$ cat src/rtl/vga_timing_pkg.sv
// ---------------------------------------------------------------------------
// vga_timing_pkg
// Shared raster-timing definitions for the VGA/SLM display path.
//   - default 1280x1024 timing parameters and the totals / sync window
//     boundaries derived from them
//   - counter width shared by every block that looks at h_cnt / v_cnt
//   - request FSM state encoding
//   - small helpers that derive totals and sync windows, so parameterised
//     instances compute them exactly the same way as the defaults
// ---------------------------------------------------------------------------
package vga_timing_pkg;

  localparam int CNT_W = 13;

  typedef logic [CNT_W-1:0] cnt_t;

  localparam int DEF_H_ACTIVE   = 1280;
  localparam int DEF_H_FP       = 48;
  localparam int DEF_H_SYNC     = 112;
  localparam int DEF_H_BP       = 248;
  localparam int DEF_V_ACTIVE   = 1024;
  localparam int DEF_V_FP       = 1;
  localparam int DEF_V_SYNC     = 3;
  localparam int DEF_V_BP       = 38;
  localparam int DEF_REQ_CYCLES = 2;

  function automatic int total4(input int act, input int fp, input int syn, input int bp);
    return act + fp + syn + bp;
  endfunction

  function automatic int sync_start(input int act, input int fp);
    return act + fp;
  endfunction

  function automatic int sync_end(input int act, input int fp, input int syn);
    return act + fp + syn;
  endfunction

  localparam int H_TOTAL      = total4(DEF_H_ACTIVE, DEF_H_FP, DEF_H_SYNC, DEF_H_BP);
  localparam int V_TOTAL      = total4(DEF_V_ACTIVE, DEF_V_FP, DEF_V_SYNC, DEF_V_BP);
  localparam int H_SYNC_START = sync_start(DEF_H_ACTIVE, DEF_H_FP);
  localparam int H_SYNC_END   = sync_end(DEF_H_ACTIVE, DEF_H_FP, DEF_H_SYNC);
  localparam int V_SYNC_START = sync_start(DEF_V_ACTIVE, DEF_V_FP);
  localparam int V_SYNC_END   = sync_end(DEF_V_ACTIVE, DEF_V_FP, DEF_V_SYNC);

  typedef enum logic {
    IDLE = 1'b0,
    REQ  = 1'b1
  } req_state_t;

endpackage

$ cat src/rtl/vga_sync_counter.sv
// ---------------------------------------------------------------------------
// vga_sync_counter
// Horizontal / vertical raster counters with active-area and sync decode.
// Ports:
//   clk     in   pixel clock
//   srst    in   synchronous active-high reset (h=0, v=last line)
//   h_cnt   out  current pixel column, 0..H_TOTAL-1
//   v_cnt   out  current line, 0..V_TOTAL-1
//   active  out  inside the visible area (combinational from counters)
//   hs      out  inside the HS window (combinational, not yet registered)
//   vs      out  inside the VS window (combinational, not yet registered)
// ---------------------------------------------------------------------------
module vga_sync_counter
  import vga_timing_pkg::*;
#(
  parameter int H_ACTIVE = DEF_H_ACTIVE,
  parameter int H_FP     = DEF_H_FP,
  parameter int H_SYNC   = DEF_H_SYNC,
  parameter int H_BP     = DEF_H_BP,
  parameter int V_ACTIVE = DEF_V_ACTIVE,
  parameter int V_FP     = DEF_V_FP,
  parameter int V_SYNC   = DEF_V_SYNC,
  parameter int V_BP     = DEF_V_BP
) (
  input  logic             clk,
  input  logic             srst,
  output logic [CNT_W-1:0] h_cnt,
  output logic [CNT_W-1:0] v_cnt,
  output logic             active,
  output logic             hs,
  output logic             vs
);

  localparam int HT  = total4(H_ACTIVE, H_FP, H_SYNC, H_BP);
  localparam int VT  = total4(V_ACTIVE, V_FP, V_SYNC, V_BP);
  localparam int HSS = sync_start(H_ACTIVE, H_FP);
  localparam int HSE = sync_end(H_ACTIVE, H_FP, H_SYNC);
  localparam int VSS = sync_start(V_ACTIVE, V_FP);
  localparam int VSE = sync_end(V_ACTIVE, V_FP, V_SYNC);

  cnt_t h_cnt_q, h_cnt_d;
  cnt_t v_cnt_q, v_cnt_d;

  always_comb begin
    h_cnt_d = h_cnt_q + 1'b1;
    v_cnt_d = v_cnt_q;
    if (h_cnt_q == CNT_W'(HT - 1)) begin
      h_cnt_d = '0;
      v_cnt_d = (v_cnt_q == CNT_W'(VT - 1)) ? '0 : v_cnt_q + 1'b1;
    end
  end

  // Reset parks on the last line so the line-0 request fires before frame 0.
  always_ff @(posedge clk) begin
    if (srst) begin
      h_cnt_q <= '0;
      v_cnt_q <= CNT_W'(VT - 1);
    end else begin
      h_cnt_q <= h_cnt_d;
      v_cnt_q <= v_cnt_d;
    end
  end

  assign h_cnt  = h_cnt_q;
  assign v_cnt  = v_cnt_q;
  assign active = (h_cnt_q < CNT_W'(H_ACTIVE)) && (v_cnt_q < CNT_W'(V_ACTIVE));
  assign hs     = (h_cnt_q >= CNT_W'(HSS)) && (h_cnt_q < CNT_W'(HSE));
  assign vs     = (v_cnt_q >= CNT_W'(VSS)) && (v_cnt_q < CNT_W'(VSE));

endmodule

$ cat src/rtl/vga_line_fetch_timing.sv
// ---------------------------------------------------------------------------
// vga_line_fetch_timing
// Raster timing generator and show-ahead pixel FIFO consumer. Requests each
// upcoming active line from the SDRAM line loader, streams pixels to the DAC
// and flushes the FIFO once per frame at the start of vertical blanking.
// Ports:
//   iCLK                   in   pixel clock
//   iRST                   in   synchronous active-high reset
//   iRDATA[7:0]            in   FIFO show-ahead data
//   iRDEMPTY               in   FIFO empty
//   oRREQ                  out  FIFO pop (combinational: active && !empty)
//   oFIFO_CLR              out  one-clock flush pulse
//   oVGA_LINE_TO_LOAD[12:0] out line index for the loader
//   oVGA_LOAD_TO_FIFO_REQ  out  load request, REQ_CYCLES clocks wide
//   oVGA_DATA[7:0]         out  pixel grey level
//   oVGA_HS / oVGA_VS      out  active-high syncs
//   oVGA_BLANK_N           out  low outside the active area
//   oUNDERFLOW             out  sticky: active pixel with FIFO empty
// All registered outputs share one clock of latency from the counters.
// ---------------------------------------------------------------------------
module vga_line_fetch_timing
  import vga_timing_pkg::*;
#(
  parameter int H_ACTIVE   = DEF_H_ACTIVE,
  parameter int H_FP       = DEF_H_FP,
  parameter int H_SYNC     = DEF_H_SYNC,
  parameter int H_BP       = DEF_H_BP,
  parameter int V_ACTIVE   = DEF_V_ACTIVE,
  parameter int V_FP       = DEF_V_FP,
  parameter int V_SYNC     = DEF_V_SYNC,
  parameter int V_BP       = DEF_V_BP,
  parameter int REQ_CYCLES = DEF_REQ_CYCLES
) (
  input  logic        iCLK,
  input  logic        iRST,
  input  logic [7:0]  iRDATA,
  input  logic        iRDEMPTY,
  output logic        oRREQ,
  output logic        oFIFO_CLR,
  output logic [12:0] oVGA_LINE_TO_LOAD,
  output logic        oVGA_LOAD_TO_FIFO_REQ,
  output logic [7:0]  oVGA_DATA,
  output logic        oVGA_HS,
  output logic        oVGA_VS,
  output logic        oVGA_BLANK_N,
  output logic        oUNDERFLOW
);

  localparam int VT   = total4(V_ACTIVE, V_FP, V_SYNC, V_BP);
  // Holds REQ_CYCLES-1, the number of extra clocks the request stays high.
  localparam int RC_W = (REQ_CYCLES > 2) ? $clog2(REQ_CYCLES) : 1;

  cnt_t h_cnt;
  cnt_t v_cnt;
  logic active;
  logic hs_raw;
  logic vs_raw;

  vga_sync_counter #(
    .H_ACTIVE (H_ACTIVE),
    .H_FP     (H_FP),
    .H_SYNC   (H_SYNC),
    .H_BP     (H_BP),
    .V_ACTIVE (V_ACTIVE),
    .V_FP     (V_FP),
    .V_SYNC   (V_SYNC),
    .V_BP     (V_BP)
  ) u_sync (
    .clk    (iCLK),
    .srst   (iRST),
    .h_cnt  (h_cnt),
    .v_cnt  (v_cnt),
    .active (active),
    .hs     (hs_raw),
    .vs     (vs_raw)
  );

  // Never pop an empty FIFO; popping is tied to the live counter state.
  assign oRREQ = active && !iRDEMPTY;

  // Trigger at the end of active video: request the next active line, or
  // line 0 while sitting on the last line of the frame.
  logic trigger;
  cnt_t next_line;
  logic last_line;

  always_comb begin
    last_line = (v_cnt == CNT_W'(VT - 1));
    trigger   = (h_cnt == CNT_W'(H_ACTIVE)) &&
                ((v_cnt < CNT_W'(V_ACTIVE - 1)) || last_line);
    next_line = last_line ? '0 : v_cnt + 1'b1;
  end

  req_state_t        state_q, state_d;
  logic [RC_W-1:0]   rcnt_q, rcnt_d;
  logic              req_q, req_d;
  logic [CNT_W-1:0]  line_q, line_d;

  always_comb begin
    state_d = state_q;
    rcnt_d  = rcnt_q;
    req_d   = req_q;
    line_d  = line_q;
    case (state_q)
      IDLE: begin
        if (trigger) begin
          state_d = REQ;
          req_d   = 1'b1;
          line_d  = next_line;
          rcnt_d  = RC_W'(REQ_CYCLES - 1);
        end
      end
      REQ: begin
        if (rcnt_q == '0) begin
          state_d = IDLE;
          req_d   = 1'b0;
        end else begin
          rcnt_d = rcnt_q - 1'b1;
        end
      end
      default: begin
        state_d = IDLE;
        req_d   = 1'b0;
      end
    endcase
  end

  always_ff @(posedge iCLK) begin
    if (iRST) begin
      state_q <= IDLE;
      rcnt_q  <= '0;
      req_q   <= 1'b0;
      line_q  <= '0;
    end else begin
      state_q <= state_d;
      rcnt_q  <= rcnt_d;
      req_q   <= req_d;
      line_q  <= line_d;
    end
  end

  // Pixel / sync / flush pipeline stage.
  logic [7:0] data_q, data_d;
  logic       blank_n_q, blank_n_d;
  logic       hs_q, hs_d;
  logic       vs_q, vs_d;
  logic       clr_q, clr_d;
  logic       uf_q, uf_d;

  always_comb begin
    data_d    = (active && !iRDEMPTY) ? iRDATA : 8'h00;
    blank_n_d = active;
    hs_d      = hs_raw;
    vs_d      = vs_raw;
    // Start of vertical blanking; the last request of the frame finished
    // long before, so flush and request never overlap.
    clr_d     = (h_cnt == '0) && (v_cnt == CNT_W'(V_ACTIVE));
    uf_d      = uf_q || (active && iRDEMPTY);
  end

  always_ff @(posedge iCLK) begin
    if (iRST) begin
      data_q    <= 8'h00;
      blank_n_q <= 1'b0;
      hs_q      <= 1'b0;
      vs_q      <= 1'b0;
      clr_q     <= 1'b0;
      uf_q      <= 1'b0;
    end else begin
      data_q    <= data_d;
      blank_n_q <= blank_n_d;
      hs_q      <= hs_d;
      vs_q      <= vs_d;
      clr_q     <= clr_d;
      uf_q      <= uf_d;
    end
  end

  assign oVGA_DATA             = data_q;
  assign oVGA_BLANK_N          = blank_n_q;
  assign oVGA_HS               = hs_q;
  assign oVGA_VS               = vs_q;
  assign oFIFO_CLR             = clr_q;
  assign oUNDERFLOW            = uf_q;
  assign oVGA_LOAD_TO_FIFO_REQ = req_q;
  assign oVGA_LINE_TO_LOAD     = line_q;

endmodule

$ cat config.mk
export PLATFORM = sky130hd
export DESIGN_NAME = vga_line_fetch_timing
export DESIGN_NICKNAME = d
export VERILOG_FILES = /design/src/rtl/vga_timing_pkg.sv /design/src/rtl/vga_sync_counter.sv /design/src/rtl/vga_line_fetch_timing.sv
export SDC_FILE = /design/constraint.sdc
export NUM_CORES = 1
export LEC_CHECK = 0
export CELL_PAD_IN_SITES_DETAIL_PLACEMENT = 0
export CELL_PAD_IN_SITES_GLOBAL_PLACEMENT = 1
export CORE_UTILIZATION = 36
export CTS_BUF_LIST = sky130_fd_sc_hd__clkbuf_16
export CTS_CLUSTER_SIZE = 20
export DETAILED_ROUTE_END_ITERATION = 7
export PLACE_DENSITY = 0.84
export SYNTH_ARGS = -nofsm -noshare
export SYNTH_HDL_FRONTEND = slang
export SYNTH_SLANG_ARGS = --single-unit
$ cat constraint.sdc
create_clock -name iCLK -period 2 [get_ports iCLK]
set_input_delay 0.3 -clock iCLK [delete_from_list [all_inputs] [get_ports iCLK]]
set_output_delay 0.3 -clock iCLK [all_outputs]
set_load 0.01 [all_outputs]
==> results of run 1 <==
cell families after synthesis:
kind of cell    Yosys count  share of synthesized area
simple gates            121                     0.2718
xor+xnor                 26                    0.09549
mux                       1                   0.004197
compound gates           35                    0.09864
flops                    55                     0.4617
fa+ha+maj                 5                    0.02623
buf+inv                  24                    0.04197
state kept, by name (all words and copies together), names as in the netlist:
register               count
state_q                    1
rcnt_q                     1
u_sync.v_cnt              13
oVGA_LOAD_TO_FIFO_REQ      1
oVGA_VS                    1
oVGA_DATA                  8
oUNDERFLOW                 1
oVGA_BLANK_N               1
u_sync.h_cnt              13
oFIFO_CLR                  1
oVGA_HS                    1
oVGA_LINE_TO_LOAD         13
layer usage:
metal	vias up	wire, µm	global-route usage
li1	1041	-	-
met1	958	2640	0.2186
met3	4	267	0.04871
met2	50	2318	0.2496
met4	0	46	0.05172
met5	-	0	0
Yosys cell counts, types with 4 or more instances:
library cell  instances
nand2_1              16
o2bb2ai_1             7
nand4_1               8
dfxtp_1              55
nor3_1               13
ha_1                  5
and2_1               11
a21oi_1              10
or4_1                 4
nor4_1                4
and3_1                4
inv_1                10
nor2_1               32
nand3_1              12
clkbuf_1             11
xor2_1               13
o21ai_0               7
xnor2_1              13
stage by stage:
step	cells	setup WS [ns]	instance area, µm²	setup TNS [ns]	util
after floorplan	267	-0.0007050	2389	-0.0007050	-
after global placement	397	-0.01094	3029	-0.05793	0.4743
after detailed placement	397	-0.06520	3029	-0.3354	0.4743
after CTS	405	0.01707	3181	0	0.4980
after global routing	405	-0.003245	3207	-0.003245	0.5022
final	405	0.05921	3207	0	0.5022
cell type report:
| cell class | instances | share of cell area |
|---|---|---|
| timing repair buffer | 67 | 0.1924 |
| clock inverter | 3 | 0.007413 |
| sequential | 55 | 0.3433 |
| inverter | 10 | 0.01171 |
| tap | 77 | 0.03004 |
| multi-input combinational | 188 | 0.3761 |
| clock buffer | 5 | 0.03902 |
power by group:
| part | total [mW] | internal [mW] | switching (mW) |
|---|---|---|---|
| clock network | 0.895 | 0.472 | 0.423 |
| registers | 1.10 | 1.10 | 0.00410 |
| logic | 0.0789 | 0.0430 | 0.0359 |
| total | 2.08 | 1.61 | 0.463 |
worst register-to-register path, stage by stage, from the launching register on:
cell	delay [ns]
dfxtp_1	0.31
or3_4	0.39
or4_4	0.52
buf_6	0.17
or3_1	0.35
a21oi_1	0.14
what timing repair did:
action / in CTS / in global routing
gates resized for setup: 2 / 6
setup buffers: 0 / 0
setup endpoints to repair: 8 / 15
pin swaps: 0 / 1
worst paths after layout:
check                             start               endpoint  slack, ns
hold reg to reg   oVGA_LINE_TO_LOAD[11]  oVGA_LINE_TO_LOAD[11]       0.46
setup reg to reg        u_sync.h_cnt[3]        u_sync.v_cnt[4]       0.06
hold / removal    oVGA_LINE_TO_LOAD[11]  oVGA_LINE_TO_LOAD[11]       0.46
setup / recovery        u_sync.h_cnt[3]        u_sync.v_cnt[4]       0.06
==> out/metrics.cfg, run 1 <==
[cts]
cts_tree = yes
clock_latency_ns = 0.30
clk_path_buf_depth = 2
cts_hold_buf = 0
cts_buffers = 5
htree_levels = 2
clk_pin_slew_ns = 0.08
cts_sinks = 55
clockRootBuffer = clkbuf_16

[sta]
drv_slew = 0
min_period_ns = 1.941
finalSetupViolations = 0
fin_worst_skew_ns = 0.008152
tightest_slew_ns = 0.5994
finalCritPeriodShare = 0.9704
rsz0062_at_grt = yes
fmax_ghz = 0.5153
holdWs_ns = 0.4627
finalHoldViolCount = 0
slew_headroom = 0.5973

[routing]
via_per_inst = 5.069
drc = 0
ant_nets = 0
drt_iter0_markers = 99
via_count = 2053
drt-total-wl_um = 5273
dr.pass1.iters = 4
wl_per_cell_um = 13.02

[worst_hold_path]
hp-class = reg -> reg
hold_depth = 1

[setup_path]
cp_num_buf_inv = 1
path_class = reg -> reg
r2r_cells = 5
slowest_stage = or4_4
cp_max_fo = 14
cp-start-kind = flip-flop
endpoint_kind = flip-flop
cp.required_ns = 2.23
max_stage_delay_ns = 0.52
path_cells = or3_4 -> or4_4 -> buf_6 -> or3_1 -> a21oi_1
cp.depth = 5
critPathArrivalTime_ns = 2.18
crit_family = simple AND/OR/NAND/NOR gates

[global_route]
antenna_found_initial = 0
grt_pass1_wl_um = 9025
grt_max_degree = 19
grt_usage = 0.1626
overflow = 0
grt_pass1_vias = 1925

[synth]
synth_area_leaders = dfxtp_1 46%, nor2_1 5.0%, xnor2_1 4.8%
seq_area_frac_synth = 0.4617
syn_nets = 283
ys_warn_count = 0
synth-seq-cells = 55
synth.avg_cell_area_um2 = 8.932
synth_area_leader_cell = dfxtp_1
async_flop_share = 0
synthCells = 267
synth_edf_count = 0
yosys_most_used_dff = dfxtp_1
ys_types = 40
syn_area_um2 = 2385
synth_top_area_share = 0.4617

[finish]
seq_area_um2 = 1101
fill_cells = 617
fin_nets = 343
drive_gt1_frac = 0.1524
final_common_cell = dfxtp_1
most-common-layout-cells = 55 x dfxtp_1, 37 x clkdlybuf4s50_1, 32 x nor2_1
area_growth_syn_to_layout_pct = 34.47
diodes = 0
multi_input_area_um2 = 1206

[placed_design]
globalplace.congestion = 0.8369
hpwl_um = 3821
port_buffers = 38

[pwr]
irDropWorstVdd_mv = 0.4450
p_per_area_nw_per_um2 = 647.6
leakagePower_nw = 1.143
finalPower_mw = 2.077

[flow_run]
maxCapViolCount = 0

[floorplan]
initial_core_util = 0.3734
ios = 39
die_x_um = 83.39
die_h_um = 83.39
coreArea_um2 = 6386
die_area_um2 = 6954
rows = 29

[status]
status = finished, final reports clean

No activity file was read; power rests on OpenSTA's default activity.
==> inputs of run 2 (changes only) <==
--- a/config.mk
+++ b/config.mk
@@ -13,3 +13,3 @@
 export DETAILED_ROUTE_END_ITERATION = 7
-export PLACE_DENSITY = 0.84
+export PLACE_DENSITY = 0.86
 export SYNTH_ARGS = -nofsm -noshare
--- a/constraint.sdc
+++ b/constraint.sdc
@@ -3,2 +3,2 @@
 set_output_delay 0.3 -clock iCLK [all_outputs]
-set_load 0.01 [all_outputs]
+set_load 0.005 [all_outputs]
==> run 2 against run 1 <==
- the flow now finishes with violations (setup timing)
- critical path depth increased by 2
- die area is the same
- total power increased by 5.2%
- clock skew barely moved
- fmax fell by 4.1%
- first-iteration DRC count up 13%
- setup slack got worse by 0.082 ns
- largest power group unchanged
==> out/metrics.cfg, run 2 (synthesis gave the netlist of run 1 again) <==
[routing]
drt-total-wl_um = 5404
via_per_inst = 5.041
wl_per_cell_um = 13.08
dr.pass1.iters = 5
via_count = 2082
ant_nets = 0
drt_iter0_markers = 112
drc = 0

[pwr]
leakagePower_nw = 1.208
p_per_area_nw_per_um2 = 652.0
irDropWorstVdd_mv = 0.3688

[setup_path]
slowest_stage = or4_4
cp_num_buf_inv = 2
path_class = reg -> reg
cp_max_fo = 5
cp.required_ns = 2.20
crit_family = simple AND/OR/NAND/NOR gates
r2r_end = oVGA_LINE_TO_LOAD[12]
worstReg2RegStart = u_sync.h_cnt[5]
cp_common_cell = buf_6
endpoint_kind = flip-flop
ff2ff_setup_slack_ns = -0.02
r2r_cells = 7
cp-start-kind = flip-flop
critPathArrivalTime_ns = 2.22
path_cells = or3_4 -> or4_4 -> nor3_4 -> buf_6 -> a21oi_2 -> buf_6 -> and2_1
max_stage_delay_ns = 0.46

[sta]
fmax_ghz = 0.4943
finalCritPeriodShare = 1.012
tightest_slew_ns = 0.5498
slew_headroom = 0.6307
min_period_ns = 2.023
rsz0062_at_grt = yes
finalSetupViolations = 7
drv_slew = 0
setup_ws_ns = -0.02307
finalHoldViolCount = 0
holdWs_ns = 0.4282
fin_setup_tns_ns = -0.08596
fin_worst_skew_ns = 0.008309

[cts]
htree_levels = 2
clock_latency_ns = 0.30
cts_tree = yes
cts_sinks = 55
clk_pin_slew_ns = 0.07
cts_buffers = 5
clk_path_buf_depth = 2
clockRootBuffer = clkbuf_16

[global_route]
grt_usage = 0.1617
grt_max_degree = 18
antenna_found_initial = 0
overflow = 0
grt_pass1_wl_um = 9114
grt_pass1_vias = 1962

[finish]
area_growth_syn_to_layout_pct = 40.45
final_common_cell = dfxtp_1
fin_nets = 351
fill_cells = 601
utilization = 0.5245
most-common-layout-cells = 50 x dfxtp_1, 38 x clkdlybuf4s50_1, 30 x nor2_1, 30 x buf_4, 16 x nand2_1
drive_gt1_frac = 0.2113
fin_area_um2 = 3349
diodes = 0

[flow_run]
maxCapViolCount = 0

[worst_hold_path]
hold-path-endpoint = u_sync.h_cnt[0]
hold_depth = 1
hp-class = reg -> reg
hp-start = u_sync.h_cnt[0]

[placed_design]
globalplace.congestion = 0.7916
pre_cts_ws_ns = -0.05651
port_buffers = 38
hpwl_um = 3910
placed_area_um2 = 3067

[status]
status = finished, violations left
violations = setup timing

[floorplan]
die_area_um2 = 6954
die_h_um = 83.39
die_x_um = 83.39
ios = 39
coreArea_um2 = 6386
rows = 29
initial_core_util = 0.3734

-- run 2: changes by cell type in the layout (fill, tap and decap cells not counted), moves of 4 or more --
cell,delta
dfxtp_1,-5
dfxtp_2,+5
buf_6,+4
buf_4,+4
-- run 2: worst reg2reg max path: stages (launching register included) --
cell     delay [ns]
dfxtp_2        0.32
or3_4          0.38
or4_4          0.46
nor3_4         0.26
buf_6          0.14
a21oi_2        0.08
buf_6          0.14
and2_1         0.14
-- run 2: per-layer routing --
| metal | GRT usage | share of wire |
|---|---|---|
| met1 | 0.2140 | 0.48 |
| met2 | 0.2615 | 0.46 |
| met3 | 0.04374 | 0.054 |
| met4 | 0.03918 | 0.0089 |
| met5 | 0 | 0 |
-- run 2: how the worst max path moves through the flow --
stage,from,to,slack [ns],cells after the start
6_report,u_sync.h_cnt[5],oVGA_LINE_TO_LOAD[12],-0.02,7
5_1_grt,u_sync.h_cnt[0],oVGA_LINE_TO_LOAD[0],-0.09,9
4_1_cts,u_sync.v_cnt[10],oRREQ,-0.002,4
3_5_place_dp,u_sync.h_cnt[3],u_sync.v_cnt[2],-0.06,4
3_3_place_gp,u_sync.h_cnt[3],u_sync.v_cnt[2],-0.04,4
2_1_floorplan,u_sync.h_cnt[6],u_sync.v_cnt[2],-0.0007,6
-- run 2: repair_timing --
item                       CTS  global route
hold endpoints to repair     0             0
pin swaps                    3             8
hold buffers                 0             0
resized for setup            9            17
setup buffers                0             3
setup endpoints to repair    5            15
gates cloned                 0             0
-- run 2: area by class of cell --
class	count	area (µm²)	share of cell area
tap	77	96.34	0.02876
clock buffer	5	125.1	0.03736
sequential	55	1107	0.3306
inverter	10	37.54	0.01121
multi-input combinational	188	1247	0.3724
timing repair buffer	75	693.2	0.2069
clock inverter	3	42.54	0.01270
-- run 2: through the flow --
stage	total power, mW	instances
after floorplan	1.162	267
after global placement	1.209	402
after detailed placement	1.211	402
after CTS	2.196	410
after global routing	2.248	413
final	2.184	413
-- run 2: power breakdown --
part	switching [mW]	internal [mW]	leakage [nW]	total, mW
clock network	0.404	0.592	0.0856	0.996
registers	0.00542	1.10	0.445	1.10
logic	0.0374	0.0459	0.678	0.0833
total	0.447	1.74	1.21	2.18
==> inputs of run 3 (changes only) <==
Settings changed: CTS_CLUSTER_SIZE 20 to default, MAX_ROUTING_LAYER from default to met4, PLACE_DENSITY 0.86 to default, PLACE_DENSITY_LB_ADDON from default to 0.1.
==> run 3 against run 2 <==
- the run now ends clean
- critical path type unchanged
- worst hold slack better by 0.030 ns
- first-iteration DRC count is 48% lower
- non-clock buffer count stayed put
- clock skew is 0.0033 ns lower
- core utilization is 1.6 points lower
- sequential power hardly changed
- critical path depth is 3 lower
- register-to-register slack better by 0.04 ns
- combinational power is 3.7% lower
- setup slack better by 0.043 ns
==> out/metrics.cfg, run 3 (synthesis gave the netlist of run 1 again) <==
[pwr]
leakagePower_nw = 1.179
pwr-share-clk = 0.408
p_seq_frac = 0.552
switching_power_mw = 0.4071
irDropWorstVdd_mv = 0.3886
swShare = 0.2032
combPwrFrac = 0.040
p_per_area_nw_per_um2 = 616.5
p_int_mw = 1.596

[setup_path]
r2r_end = u_sync.v_cnt[2]
r2r_cells = 4
worstReg2RegStart = u_sync.h_cnt[3]
critPathArrivalTime_ns = 2.20
cp_max_fo = 9
cp-start-kind = flip-flop
ff2ff_setup_slack_ns = 0.02
cp.required_ns = 2.22
path_class = reg -> reg
endpoint_kind = flip-flop

[routing]
via_count = 2052
ant_nets = 0
drt-total-wl_um = 5317
top_layer = met4
met2_length_um = 2171
via_per_inst = 4.969
drc = 0
dr.pass1.iters = 4
met3_length_um = 191
drt_iter0_markers = 58
wl_met1_um = 2906
wl_per_cell_um = 12.87

[sta]
fin_worst_skew_ns = 0.004964
fin_setup_tns_ns = 0
holdWs_ns = 0.4584
rsz0062_at_grt = yes
finalCritPeriodShare = 0.9900
slew_headroom = 0.5894
min_period_ns = 1.980
tightest_slew_ns = 0.6112
finalHoldViolCount = 0
fmax_ghz = 0.5051
drv_slew = 0
finalSetupViolations = 0

[floorplan]
coreArea_um2 = 6386
die_h_um = 83.39
ios = 39
die_area_um2 = 6954
initial_core_util = 0.3734
die_x_um = 83.39
rows = 29

[worst_hold_path]
hp-start = oVGA_LINE_TO_LOAD[11]
hp-class = reg -> reg
hold_depth = 1
hold-path-endpoint = oVGA_LINE_TO_LOAD[11]

[cts]
clockRootBuffer = clkbuf_16
clock_latency_ns = 0.29
cts_hold_buf = 0
clk_pin_slew_ns = 0.07
clk_path_buf_depth = 2
cts_buffers = 5
cts_tree = yes
htree_levels = 2
cts_sinks = 55

[finish]
utilization = 0.5088
fin_nets = 351
final_common_cell = dfxtp_1
area_growth_syn_to_layout_pct = 36.25
diodes = 0
most-common-layout-cells = 54 x dfxtp_1, 37 x clkdlybuf4s50_1, 35 x buf_4
fin_area_um2 = 3249
drive_gt1_frac = 0.1726

[global_route]
overflow = 0
grt_max_degree = 18
grt_pass1_vias = 1919
antenna_found_initial = 0
grt_usage = 0.1648
grt_pass1_wl_um = 9059

[placed_design]
globalplace.congestion = 0.7596
hpwl_um = 3927
port_buffers = 38
placed_area_um2 = 3074

[status]
status = finished, final reports clean

[flow_run]
maxCapViolCount = 0

-- run 3: through the flow --
step | power (mW) | setup slack, ns | instances
CTS | 2.032 | -0.02351 | 414
detailed placement | 1.211 | -0.07501 | 403
global route | 2.087 | -0.02690 | 413
finish | 2.003 | 0.02004 | 413
floorplan | 1.162 | -0.0007050 | 267
global placement | 1.211 | -0.03477 | 403
-- run 3: power by group through the flow --
stage | clock network [mW] | logic [mW] | registers [mW]
after global placement | 0 | 0.0810 | 1.13
after detailed placement | 0 | 0.0811 | 1.13
after CTS | 0.845 | 0.0820 | 1.10
final | 0.818 | 0.0802 | 1.10
after floorplan | 0 | 0.0332 | 1.13
after global routing | 0.893 | 0.0882 | 1.11
-- run 3: worst max path at each step --
stage	startpoint	endpoint	slack, ns
4_1_cts	u_sync.h_cnt[3]	u_sync.v_cnt[2]	-0.02
5_1_grt	u_sync.h_cnt[3]	u_sync.v_cnt[2]	-0.03
2_1_floorplan	u_sync.h_cnt[6]	u_sync.v_cnt[2]	-0.0007
3_5_place_dp	u_sync.h_cnt[3]	oVGA_LINE_TO_LOAD[5]	-0.08
6_report	u_sync.h_cnt[3]	u_sync.v_cnt[2]	0.02
3_3_place_gp	u_sync.h_cnt[3]	oVGA_LINE_TO_LOAD[6]	-0.03
-- run 3: repair_timing --
action / 4_1_cts / 5_1_grt
gates resized for setup: 8 / 2
endpoints found under the setup margin: 9 / 16
cloned: 0 / 0
pin swaps: 1 / 3
setup buffers: 3 / 0
-- run 3: final cells by class --
class                           count  area (µm²)
Sequential cell                    55        1102
Clock buffer                        5       125.1
Multi-Input combinational cell    188        1204
Tap cell                           77       96.34
Timing Repair Buffer               75       673.1
Fill cell                         626        3137
Clock inverter                      3       11.26
Inverter                           10       37.54
-- run 3: worst max-delay path: stages, from the launching register on --
cell and delay [ns]:
dfxtp_1 0.31, or3_4 0.39, or4_4 0.59, or4_1 0.49, a21oi_1 0.14
-- run 3: metal layers --
metal / vias up / GRT usage
met5: - / -
met4: 0 / 0.04232
met3: 6 / 0.03181
met2: 45 / 0.2459
met1: 950 / 0.2290
li1: 1051 / -
